### src/rtl/saxi_lm_rd_bridge_if.sv
`default_nettype none
// ============================================================================
// Module      : saxi_lm_rd_bridge_if
// Description : Bundle of the SAXI read channels (AR/R) and the local-memory
//               read port used by saxi_lm_rd_bridge.
//               slave  : bridge side (accepts AR, produces R, issues lm_req)
//               master : environment side (AXI master + local memory)
// Revision    : 1.0 - initial release
// ============================================================================
interface saxi_lm_rd_bridge_if #(
    parameter int AW    = 17,
    parameter int DW    = 64,
    parameter int IDW   = 6,
    parameter int LM_AW = 11
) ();
    // AR channel
    logic             arvalid;
    logic             arready;
    logic [IDW-1:0]   arid;
    logic [AW-1:0]    araddr;
    logic [7:0]       arlen;
    logic [2:0]       arsize;
    logic [1:0]       arburst;

    // R channel
    logic             rvalid;
    logic             rready;
    logic [IDW-1:0]   rid;
    logic [DW-1:0]    rdata;
    logic [1:0]       rresp;
    logic             rlast;

    // Local memory read port
    logic             lm_req;
    logic             lm_sel;
    logic [LM_AW-1:0] lm_addr;
    logic             lm_gnt;
    logic             lm_rvalid;
    logic [DW-1:0]    lm_rdata;

    modport slave (
        input  arvalid, arid, araddr, arlen, arsize, arburst,
        output arready,
        output rvalid, rid, rdata, rresp, rlast,
        input  rready,
        output lm_req, lm_sel, lm_addr,
        input  lm_gnt, lm_rvalid, lm_rdata
    );

    modport master (
        output arvalid, arid, araddr, arlen, arsize, arburst,
        input  arready,
        input  rvalid, rid, rdata, rresp, rlast,
        output rready,
        input  lm_req, lm_sel, lm_addr,
        output lm_gnt, lm_rvalid, lm_rdata
    );
endinterface
`default_nettype wire

### src/rtl/saxi_lm_rd_bridge.sv
`default_nettype none
// ============================================================================
// Module      : saxi_lm_rd_bridge
// Description : AXI4 read-burst bridge from the SAXI port to the ILM/DLM.
//               Splits each burst into single-word local-memory reads,
//               decodes every beat against the ILM/DLM windows and returns
//               data through a 2-entry credit-managed response FIFO.
// Revision    : 1.0 - initial release
// ============================================================================
module saxi_lm_rd_bridge #(
    parameter int            AW       = 17,
    parameter int            DW       = 64,
    parameter int            IDW      = 6,
    parameter logic [AW-1:0] ILM_BASE = 17'h0_0000,
    parameter logic [AW-1:0] DLM_BASE = 17'h1_0000,
    parameter int            LM_AW    = 11
) (
    input  logic                 clk,
    input  logic                 rst_n,
    saxi_lm_rd_bridge_if.slave   bus
);

    // ------------------------------------------------------------------------
    // Constants
    // ------------------------------------------------------------------------
    localparam logic [1:0] c_ST_IDLE  = 2'd0;
    localparam logic [1:0] c_ST_BURST = 2'd1;
    localparam logic [1:0] c_ST_ERRB  = 2'd2;

    localparam logic [1:0] c_RESP_OKAY   = 2'b00;
    localparam logic [1:0] c_RESP_SLVERR = 2'b10;
    localparam logic [1:0] c_RESP_DECERR = 2'b11;

    localparam logic [1:0] c_BURST_INCR = 2'b01;

    // Window size in bytes: one local memory of 2**LM_AW words of 8 bytes
    localparam logic [AW-1:0] c_WIN_BYTES = AW'(1) << (LM_AW + 3);

    // FIFO entry layout: {rdata, rresp, rlast}
    localparam int c_ENT_W = DW + 3;

    // ------------------------------------------------------------------------
    // State
    // ------------------------------------------------------------------------
    logic [1:0]         r_state;
    logic               r_arready;
    logic [IDW-1:0]     r_id;
    logic [AW-1:0]      r_addr;
    logic [7:0]         r_len;
    logic [2:0]         r_size;
    logic [1:0]         r_burst;
    logic [7:0]         r_beat;
    logic               r_done;        // last beat of the burst already issued
    logic               r_inflight;    // memory read granted last cycle
    logic               r_infl_last;   // that read is the final beat
    logic [c_ENT_W-1:0] r_fifo [2];
    logic               r_wptr;
    logic               r_rptr;
    logic [1:0]         r_count;

    // ------------------------------------------------------------------------
    // Combinational signals
    // ------------------------------------------------------------------------
    logic               w_ar_hs;
    logic               w_ar_bad;
    logic [AW-1:0]      w_off_ilm;
    logic [AW-1:0]      w_off_dlm;
    logic               w_hit_ilm;
    logic               w_hit_dlm;
    logic               w_hit;
    logic               w_last_beat;
    logic               w_pop;
    logic [2:0]         w_used;
    logic               w_credit;
    logic               w_lm_req;
    logic               w_gnt;
    logic               w_err_issue;
    logic               w_adv;
    logic [AW-1:0]      w_addr_nxt;
    logic               w_push_mem;
    logic               w_push;
    logic [c_ENT_W-1:0] w_push_ent;
    logic [c_ENT_W-1:0] w_head;
    logic               w_burst_end;
    logic [1:0]         w_state_nxt;
    logic [1:0]         w_err_resp;

    assign w_ar_hs  = bus.arvalid && r_arready;
    // WRAP, the reserved encoding and beats wider than the data path are refused
    assign w_ar_bad = bus.arburst[1] || (bus.arsize > 3'd3);

    // Window decode: subtracting the base lets one unsigned compare cover both
    // the lower and upper bound of each window. ILM wins if windows overlap.
    assign w_off_ilm = r_addr - ILM_BASE;
    assign w_off_dlm = r_addr - DLM_BASE;
    assign w_hit_ilm = (w_off_ilm < c_WIN_BYTES);
    assign w_hit_dlm = !w_hit_ilm && (w_off_dlm < c_WIN_BYTES);
    assign w_hit     = w_hit_ilm || w_hit_dlm;

    assign w_last_beat = (r_beat == r_len);

    assign w_pop = (r_count != 2'd0) && bus.rready;

    // Slots committed at the next edge. A pop this cycle frees a slot before
    // the data of a read granted now can land, so it is credited back; once a
    // request is raised its credit therefore survives until the grant.
    assign w_used   = {1'b0, r_count} + {2'b00, r_inflight} - {2'b00, w_pop};
    assign w_credit = (w_used < 3'd2);

    assign w_lm_req = (r_state == c_ST_BURST) && !r_done && w_credit && w_hit;
    assign w_gnt    = w_lm_req && bus.lm_gnt;

    // Error beats wait until no read is in flight so they cannot collide with
    // (or overtake) returning memory data in the FIFO.
    assign w_err_issue = (r_state != c_ST_IDLE) && !r_done && w_credit && !r_inflight
                         && ((r_state == c_ST_ERRB) || !w_hit);
    assign w_adv       = w_gnt || w_err_issue;
    assign w_err_resp  = (r_state == c_ST_ERRB) ? c_RESP_SLVERR : c_RESP_DECERR;

    assign w_addr_nxt = (r_burst == c_BURST_INCR) ? (r_addr + (AW'(1) << r_size)) : r_addr;

    // Stray lm_rvalid with nothing in flight (e.g. after reset) is ignored
    assign w_push_mem = bus.lm_rvalid && r_inflight;
    assign w_push     = w_push_mem || w_err_issue;
    assign w_push_ent = w_push_mem ? {bus.lm_rdata, c_RESP_OKAY, r_infl_last}
                                   : {{DW{1'b0}}, w_err_resp, w_last_beat};

    assign w_head      = r_fifo[r_rptr];
    assign w_burst_end = w_pop && w_head[0];

    // Next-state decode for the burst controller
    always_comb begin
        w_state_nxt = r_state;
        case (r_state)
            c_ST_IDLE: begin
                if (w_ar_hs) begin
                    w_state_nxt = w_ar_bad ? c_ST_ERRB : c_ST_BURST;
                end
            end
            c_ST_BURST, c_ST_ERRB: begin
                if (w_burst_end) begin
                    w_state_nxt = c_ST_IDLE;
                end
            end
            default: w_state_nxt = c_ST_IDLE;
        endcase
    end

    // State register; arready is registered so it stays low through reset
    always_ff @(posedge clk or negedge rst_n) begin
        if (!rst_n) begin
            r_state   <= c_ST_IDLE;
            r_arready <= 1'b0;
        end else begin
            r_state   <= w_state_nxt;
            r_arready <= (w_state_nxt == c_ST_IDLE);
        end
    end

    // Burst context: captured on AR, then beat counter/address step per issued beat
    always_ff @(posedge clk or negedge rst_n) begin
        if (!rst_n) begin
            r_id    <= '0;
            r_addr  <= '0;
            r_len   <= '0;
            r_size  <= '0;
            r_burst <= '0;
            r_beat  <= '0;
            r_done  <= 1'b0;
        end else if (w_ar_hs) begin
            r_id    <= bus.arid;
            r_addr  <= bus.araddr;
            r_len   <= bus.arlen;
            r_size  <= bus.arsize;
            r_burst <= bus.arburst;
            r_beat  <= '0;
            r_done  <= 1'b0;
        end else if (w_adv) begin
            if (w_last_beat) begin
                r_done <= 1'b1;
            end else begin
                r_beat <= r_beat + 8'd1;
                r_addr <= w_addr_nxt;
            end
        end
    end

    // Track the single read whose data returns one cycle after its grant
    always_ff @(posedge clk or negedge rst_n) begin
        if (!rst_n) begin
            r_inflight  <= 1'b0;
            r_infl_last <= 1'b0;
        end else begin
            r_inflight  <= w_gnt;
            r_infl_last <= w_last_beat;
        end
    end

    // 2-entry response FIFO; push and pop may coincide even when full
    always_ff @(posedge clk or negedge rst_n) begin
        if (!rst_n) begin
            for (int i = 0; i < 2; i++) begin
                r_fifo[i] <= '0;
            end
            r_wptr  <= 1'b0;
            r_rptr  <= 1'b0;
            r_count <= 2'd0;
        end else begin
            if (w_push) begin
                r_fifo[r_wptr] <= w_push_ent;
                r_wptr         <= ~r_wptr;
            end
            if (w_pop) begin
                r_rptr <= ~r_rptr;
            end
            case ({w_push, w_pop})
                2'b10:   r_count <= r_count + 2'd1;
                2'b01:   r_count <= r_count - 2'd1;
                default: r_count <= r_count;
            endcase
        end
    end

    // ------------------------------------------------------------------------
    // Outputs
    // ------------------------------------------------------------------------
    assign bus.arready = r_arready;
    assign bus.rvalid  = (r_count != 2'd0);
    assign bus.rid     = r_id;
    assign bus.rdata   = bus.rvalid ? w_head[c_ENT_W-1:3] : {DW{1'b0}};
    assign bus.rresp   = bus.rvalid ? w_head[2:1] : 2'b00;
    assign bus.rlast   = bus.rvalid && w_head[0];

    assign bus.lm_req  = w_lm_req;
    assign bus.lm_sel  = w_lm_req && w_hit_dlm;
    assign bus.lm_addr = !w_lm_req ? {LM_AW{1'b0}}
                       : (w_hit_dlm ? w_off_dlm[LM_AW+2:3] : w_off_ilm[LM_AW+2:3]);

endmodule
`default_nettype wire

### src/flat_wrapper.sv
// flat-port wrapper written by rule: the top's interface ports become plain ports
module saxi_lm_rd_bridge_flat 
#(
    parameter int            AW       = 17,
    parameter int            DW       = 64,
    parameter int            IDW      = 6,
    parameter logic [AW-1:0] ILM_BASE = 17'h0_0000,
    parameter logic [AW-1:0] DLM_BASE = 17'h1_0000,
    parameter int            LM_AW    = 11
)
  (clk, rst_n, bus_arvalid, bus_arid, bus_araddr, bus_arlen, bus_arsize, bus_arburst, bus_arready, bus_rvalid, bus_rid, bus_rdata, bus_rresp, bus_rlast, bus_rready, bus_lm_req, bus_lm_sel, bus_lm_addr, bus_lm_gnt, bus_lm_rvalid, bus_lm_rdata);
  saxi_lm_rd_bridge_if #(.AW(AW), .DW(DW), .IDW(IDW), .LM_AW(LM_AW)) bus_i ();
  input  logic clk;
  input  logic rst_n;
  input wire logic [$bits(bus_i.arvalid)-1:0] bus_arvalid;
  input wire logic [$bits(bus_i.arid)-1:0] bus_arid;
  input wire logic [$bits(bus_i.araddr)-1:0] bus_araddr;
  input wire logic [$bits(bus_i.arlen)-1:0] bus_arlen;
  input wire logic [$bits(bus_i.arsize)-1:0] bus_arsize;
  input wire logic [$bits(bus_i.arburst)-1:0] bus_arburst;
  output wire logic [$bits(bus_i.arready)-1:0] bus_arready;
  output wire logic [$bits(bus_i.rvalid)-1:0] bus_rvalid;
  output wire logic [$bits(bus_i.rid)-1:0] bus_rid;
  output wire logic [$bits(bus_i.rdata)-1:0] bus_rdata;
  output wire logic [$bits(bus_i.rresp)-1:0] bus_rresp;
  output wire logic [$bits(bus_i.rlast)-1:0] bus_rlast;
  input wire logic [$bits(bus_i.rready)-1:0] bus_rready;
  output wire logic [$bits(bus_i.lm_req)-1:0] bus_lm_req;
  output wire logic [$bits(bus_i.lm_sel)-1:0] bus_lm_sel;
  output wire logic [$bits(bus_i.lm_addr)-1:0] bus_lm_addr;
  input wire logic [$bits(bus_i.lm_gnt)-1:0] bus_lm_gnt;
  input wire logic [$bits(bus_i.lm_rvalid)-1:0] bus_lm_rvalid;
  input wire logic [$bits(bus_i.lm_rdata)-1:0] bus_lm_rdata;
  assign bus_i.arvalid = bus_arvalid;
  assign bus_i.arid = bus_arid;
  assign bus_i.araddr = bus_araddr;
  assign bus_i.arlen = bus_arlen;
  assign bus_i.arsize = bus_arsize;
  assign bus_i.arburst = bus_arburst;
  assign bus_arready = bus_i.arready;
  assign bus_rvalid = bus_i.rvalid;
  assign bus_rid = bus_i.rid;
  assign bus_rdata = bus_i.rdata;
  assign bus_rresp = bus_i.rresp;
  assign bus_rlast = bus_i.rlast;
  assign bus_i.rready = bus_rready;
  assign bus_lm_req = bus_i.lm_req;
  assign bus_lm_sel = bus_i.lm_sel;
  assign bus_lm_addr = bus_i.lm_addr;
  assign bus_i.lm_gnt = bus_lm_gnt;
  assign bus_i.lm_rvalid = bus_lm_rvalid;
  assign bus_i.lm_rdata = bus_lm_rdata;
  saxi_lm_rd_bridge #(.AW(AW), .DW(DW), .IDW(IDW), .ILM_BASE(ILM_BASE), .DLM_BASE(DLM_BASE), .LM_AW(LM_AW)) u_core (.clk(clk), .rst_n(rst_n), .bus(bus_i));
endmodule
### config.mk
export PLATFORM = sky130hd
export DESIGN_NAME = saxi_lm_rd_bridge_flat
export DESIGN_NICKNAME = d
export VERILOG_FILES = /design/src/rtl/saxi_lm_rd_bridge_if.sv /design/src/rtl/saxi_lm_rd_bridge.sv /design/src/flat_wrapper.sv
export SDC_FILE = /design/constraint.sdc
export NUM_CORES = 1
export LEC_CHECK = 0
export CORE_UTILIZATION = 50
export DETAILED_ROUTE_END_ITERATION = 8
export PLACE_DENSITY_LB_ADDON = 0.15
export SLEW_MARGIN = 20
export SYNTH_ARGS = -nofsm -noshare
export SYNTH_HDL_FRONTEND = slang
export SYNTH_SLANG_ARGS = --single-unit
### constraint.sdc
create_clock -name clk -period 3.55 [get_ports clk]
set_input_delay 0.71 -clock clk [delete_from_list [all_inputs] [get_ports clk]]
set_output_delay 0.71 -clock clk [all_outputs]
set_load 0.03 [all_outputs]
After elaboration in Yosys (flattened, before gate mapping)
Index checks and enable logic that the tools add are counted.
- register bits: 188
- input bits: 106
- output and inout port bits: 88
- logic and storage cells: 106
- add/sub/neg operators: 7
- magnitude comparators: 7
- equality and inequality tests: 7
- shifts and indexed selects: 1
- mux-type cells: 27
- bitwise logic cells: 4
- reductions and logical operators: 37
- operators by type and width (kind ; number):
    $mux 67 ; 5
    $bwmux 134 ; 1
    $mux 17 ; 4
    $demux 67 s1 ; 1
    $mux 64 ; 1
    $lt 17x15->1 const B ; 2
    $mux 8 ; 3
    $mux 11 ; 2
    $add 17x17->17 ; 1
    $shl 1x3->17 const A ; 1
    $sub 17x17->17 const B ; 1
    $logic_and 1x1->1 ; 16
    $reduce_bool 2->1 ; 6
    $add 8x1->8 const B ; 1
    $eq 8x8->1 ; 1
    $mux 2 ; 4
    $pmux 2 s2 ; 2
    $eq 2x1->1 const B ; 3
    $logic_or 1x1->1 ; 5
    $eq 2x2->1 const B ; 2
    $ge 2x2->1 const B ; 2
    $logic_not 1->1 ; 4
    $logic_not 2->1 ; 2
    $mux 1 ; 4
    other kinds (13) ; 16

Logic depth before layout (Yosys ltp)
- depth in word-level cells: 10
- mapped depth: 12
- gate-level depth less buffers: 10

Worst setup path before layout
OpenSTA, ideal clock, no wires.
- kind: input to output
- from: input port bus_rready
- to: output port bus_lm_addr[0]
- arrival time: 2780 ps
- setup slack: 60 ps
- cell stages on the path: 7
- path buffers: 0
- path through: o21ai_0 -> nor2_1 -> fa_1 -> nor2b_1 -> nand2_2 -> nor2_1 -> and2_1
- word-level cells in the longest chain between the ends: 6
- RTL lines (what ; RTL line ; source):
    from (decl) ; flat_wrapper.sv:27 ; input wire logic [$bits(bus_i.rready)-1:0] bus_rready;
    $logic_and 1x1->1 ; saxi_lm_rd_bridge.sv:102 ; assign w_pop = (r_count != 2'd0) && bus.rready;
    $sub 3x1->3 ; saxi_lm_rd_bridge.sv:107 ; assign w_used = {1'b0, r_count} + {2'b00, r_inflight} - {2'b00, w_pop};
    $lt 3x2->1 ; saxi_lm_rd_bridge.sv:108 ; assign w_credit = (w_used < 3'd2);
    $logic_and 1x1->1 (2 in a row) ; saxi_lm_rd_bridge.sv:110 ; assign w_lm_req = (r_state == c_ST_BURST) && !r_done && w_credit && w_hit;
    named net bus_lm_req ; flat_wrapper.sv:28 ; output wire logic [$bits(bus_i.lm_req)-1:0] bus_lm_req;
    $mux 11 ; saxi_lm_rd_bridge.sv:236 ; assign bus.lm_addr = !w_lm_req ? {LM_AW{1'b0}}
    to (decl) ; flat_wrapper.sv:30 ; output wire logic [$bits(bus_i.lm_addr)-1:0] bus_lm_addr;
The timed path passes the listed nets, and every way through them passes these cells.

Worst setup path after layout
- from: input port bus_rready
- to: output port bus_lm_addr[1]
- word-level cells in the longest chain between the ends: 6
- RTL lines (what ; RTL line):
    $logic_and 1x1->1 ; saxi_lm_rd_bridge.sv:102
    $sub 3x1->3 ; saxi_lm_rd_bridge.sv:107
    $lt 3x2->1 ; saxi_lm_rd_bridge.sv:108
    $logic_and 1x1->1 (2 in a row) ; saxi_lm_rd_bridge.sv:110
    $mux 11 ; saxi_lm_rd_bridge.sv:236
No other way between the ends.

==> impl_metrics.csv <==
group,metric,value,unit
critical_path,rr_startpoint,"u_core.r_count[1]$_DFFE_PN0P_",
synth,ys.flop_type,"dfrtp_1",
critical_path,end_kind,"output port",
power_and_ir_drop,swShare,40.2,%
global_routing,grt_pass1_wl,35600,um
power_and_ir_drop,powerDensity,740,nW/um^2
die,fp.dieH,137,um
power_and_ir_drop,leakagePower,5.37,nW
drt,vias,7507,
sta,slew-limit-headroom,49.6,%
power_and_ir_drop,p_switching,3.57,mW
sta,setup_violations,0,
global_routing,grt_overflow,0,
status,outcome,"finished, final reports clean",
synth,yosys_warnings,0,
layout,multiInputGateArea,4180,sq um
critical_path,cp_slowest_cell,"clkdlybuf4s50_1",
die,ios,194,
global_routing,grt.total_usage,24.1,%
power_and_ir_drop,p_seq_share,38.0,%
clocking,path_clk_slew,0.07,ns
synth,yosysSeqAreaShare,51.4,%
synth,syn_nets,1073,
placed_design,post-dp-hpwl,14200,um
critical_path,worstPathMaxFanout,9,
synth,synth_adder_area_share,2.35,%
clocking,cts_tree,"yes",
drt,ant_nets,0,
layout,antenna-diode-count,0,
drt,viasPerCell,5.52,
synth,synth-edff-count,0,
sta,fin_hold_ws,0.204,ns
power_and_ir_drop,pwr-share-clk,20.4,%
sta,final-max-slew-violation-count,0,
sta,finalHoldViolations,0,
synth,ys_top_cells_by_count,"210 x nand2_1, 188 x dfrtp_1, 101 x nor2_1, 80 x o21ai_0, 72 x mux2i_1",
power_and_ir_drop,internal_power,5.30,mW
clocking,h-tree-depth,4,
synth,synth.top_cell.area_share,51.4,%
placed_design,dp.cells,1327,
die,core-area,18000,sq um
sta,min_period,3.48,ns
layout,drive_above_1_share,8.22,%
sta,skew,0.00983,ns
layout,nFillCells,1451,
synth,yosys.area_share.simple,17.0,%
sta,period_share,97.9,%
sta,rsz0062_at_grt,"no",
critical_path,slowest_delay,0.49,ns
synth,synth_cell_type_count,48,
drt,first_iter_violations,358,
synth,synthTopCellsByArea,"dfrtp_1 51%, nand2_1 8.6%, mux2i_1 7.9%",
clocking,clockRootBuffer,"clkbuf_16",
layout,stdcell_count,1360,
synth,synth_top_family_by_area,"simple AND/OR/NAND/NOR gates",
layout,fin_util,66.7,%
global_routing,first_global_vias,7262,
placed_design,place_congestion,0.823,
critical_path,critPathArrivalTime,2.77,ns
clocking,hold_buffers,0,
layout,regArea,4710,sq um
synth,synth_xor_area_share,2.96,%
synth,synth_seq_cells,188,
drt,routed_wl,21900,um
die,die_w,137,um
synth,synthArstFlopShare,100,%
critical_path,startpoint,"bus_rready",
global_routing,grt_antenna_before_repair,0,
critical_path,worstSetupPathType,"input port to output port",
synth,synth_top_cell_by_area,"dfrtp_1",
synth,syn_inst,951,
run,drv_cap,0,
min_path,holdCritPathClass,"input port to async pin",
die,fp-row-count,49,
power_and_ir_drop,ir_drop,545,uV
placed_design,portBuffers,193,
synth,synthMuxAreaShare,7.99,%
sta,worst_pin_slew,0.756,ns
die,dieArea,18900,sq um
synth,synth_area,9160,sq um
die,start_util,51.0,%
drt,dr.pass1.iters,5,
synth,postSynthAreaPerCell,9.63,sq um
clocking,clock-sinks,188,
critical_path,critPathRequiredTime,2.84,ns
power_and_ir_drop,p_comb_share,41.6,%
layout,stdcell_area,12000,sq um
sta,fmax,288,MHz
synth,post-synth-top-count-cell,"nand2_1",
clocking,cts_buffer_depth,2,
clocking,cts-buffers-inserted,17,
layout,area_growth,30.9,%
sta,tns,0,ns
global_routing,grt_max_degree,74,
layout,nets,1240,
placed_design,dpl_cell_area,11400,sq um
synth,synth-compound-area-share,14.9,%
critical_path,startpoint_type,"input port",
critical_path,critical_path.cell_chain,"clkdlybuf4s50_1 > xor2_1 > nand2_1 > fa_1 > nor2b_4 > nand2_2 > nor2_4 > buf_6 > and2_1 > buf_4",
drt,routedWlPerCell,16.1,um
drt,drc,0,
clocking,clk_latency,0.43,ns
==> logic make-up (layout without fill, tap and decap cells) <==
logic type / count (synthesis) / count (layout)
AOI/OAI and AO/OA: 190 / 190
muxes: 73 / 73
buffers and inverters: 84 / 264
adders and majority gates: 16 / 16
DFF: 188 / 188
and+or+nand+nor: 369 / 369
xor gates and xnor gates: 31 / 31
==> metal layers <==
layer | vias to the layer above | track usage (%) | part of all wire [%]
met4 | 0 | 7.26 | 1.1
met2 | 168 | 40.6 | 50
met1 | 3685 | 31.9 | 45
li1 | 3633 | - | -
met3 | 21 | 4.01 | 4.4
met5 | - | 0 | 0
==> path summary, 6_finish.rpt <==
path	to	slack [ns]	cells past startpoint
max in group asynchronous	u_core.r_state[0]$_DFF_PN0_	2.49	2
min reg2reg	u_core.r_burst[0]$_DFFE_PN0P_	0.47	2
min in group clk	u_core.r_burst[0]$_DFFE_PN0P_	0.47	2
max	bus_lm_addr[1]	0.07	10
min	u_core.r_fifo[89]$_DFFE_PN0P_	0.20	1
max reg2reg	u_core.r_addr[13]$_DFFE_PN0P_	0.48	9
==> state kept, by name, indices dropped and copies added (netlist names), 2 cells and up <==
name	flops
u_core.bus.rid	6
u_core.r_addr	17
u_core.r_beat	8
u_core.r_burst	2
u_core.r_count	2
u_core.r_fifo	134
u_core.r_len	8
u_core.r_size	3
u_core.r_state	2
==> repair_timing <==
action                     in CTS  in global routing
gates resized for setup         5                  3
buffers inserted                0                  1
hold endpoints to repair        0                  0
pin swaps                       0                  1
setup endpoints to repair      12                  9
==> power groups by stage <==
stage | logic (mW) | clock network, mW | registers [mW]
floorplan | 2.56 | 0 | 3.13
global placement | 3.59 | 0 | 3.38
global route | 4.03 | 1.93 | 3.47
detailed placement | 3.64 | 0 | 3.40
CTS | 3.67 | 1.85 | 3.37
finish | 3.69 | 1.81 | 3.37
==> critical path, delay by kind of cell <==
| family | cells | cell delay [ns] |
|---|---|---|
| AND/OR/NAND/NOR | 5 | 0.63 |
| adder cells (fa/ha/maj) | 1 | 0.49 |
| XOR/XNOR | 1 | 0.14 |
| buffers and inverters | 3 | 0.78 |
==> per-stage QoR <==
stage	setup WS [ns]	power (mW)
after global routing	0.00267	9.43
after detailed placement	-0.0996	7.04
final	0.0728	8.87
after CTS	0.0231	8.88
after floorplan	0.0603	5.70
after global placement	-0.0714	6.97
==> final cells by class <==
class / count / area share (%)
Sequential cell: 188 / 39.3
Clock buffer: 18 / 3.58
Inverter: 11 / 0.344
Timing Repair Buffer: 221 / 18.4
Clock inverter: 14 / 1.11
Tap cell: 229 / 2.39
Multi-Input combinational cell: 679 / 34.9
==> layout by cell type (no fill, tap or decap), types with 4 or more instances in the layout <==
cell	instances
inv_1	11
clkdlybuf4s50_1	179
buf_4	33
xnor2_1	19
nand4_1	7
ha_1	14
o21ai_0	80
and2_1	12
and3_1	4
xor2_1	11
buf_12	7
clkbuf_16	17
nor2_1	99
mux2i_1	72
clkinv_4	6
a21o_1	4
nor3_1	6
a21oi_1	16
o31ai_1	6
nand2_1	210
dfrtp_1	186
a32o_1	64
Power figures use the tool's default switching activity.
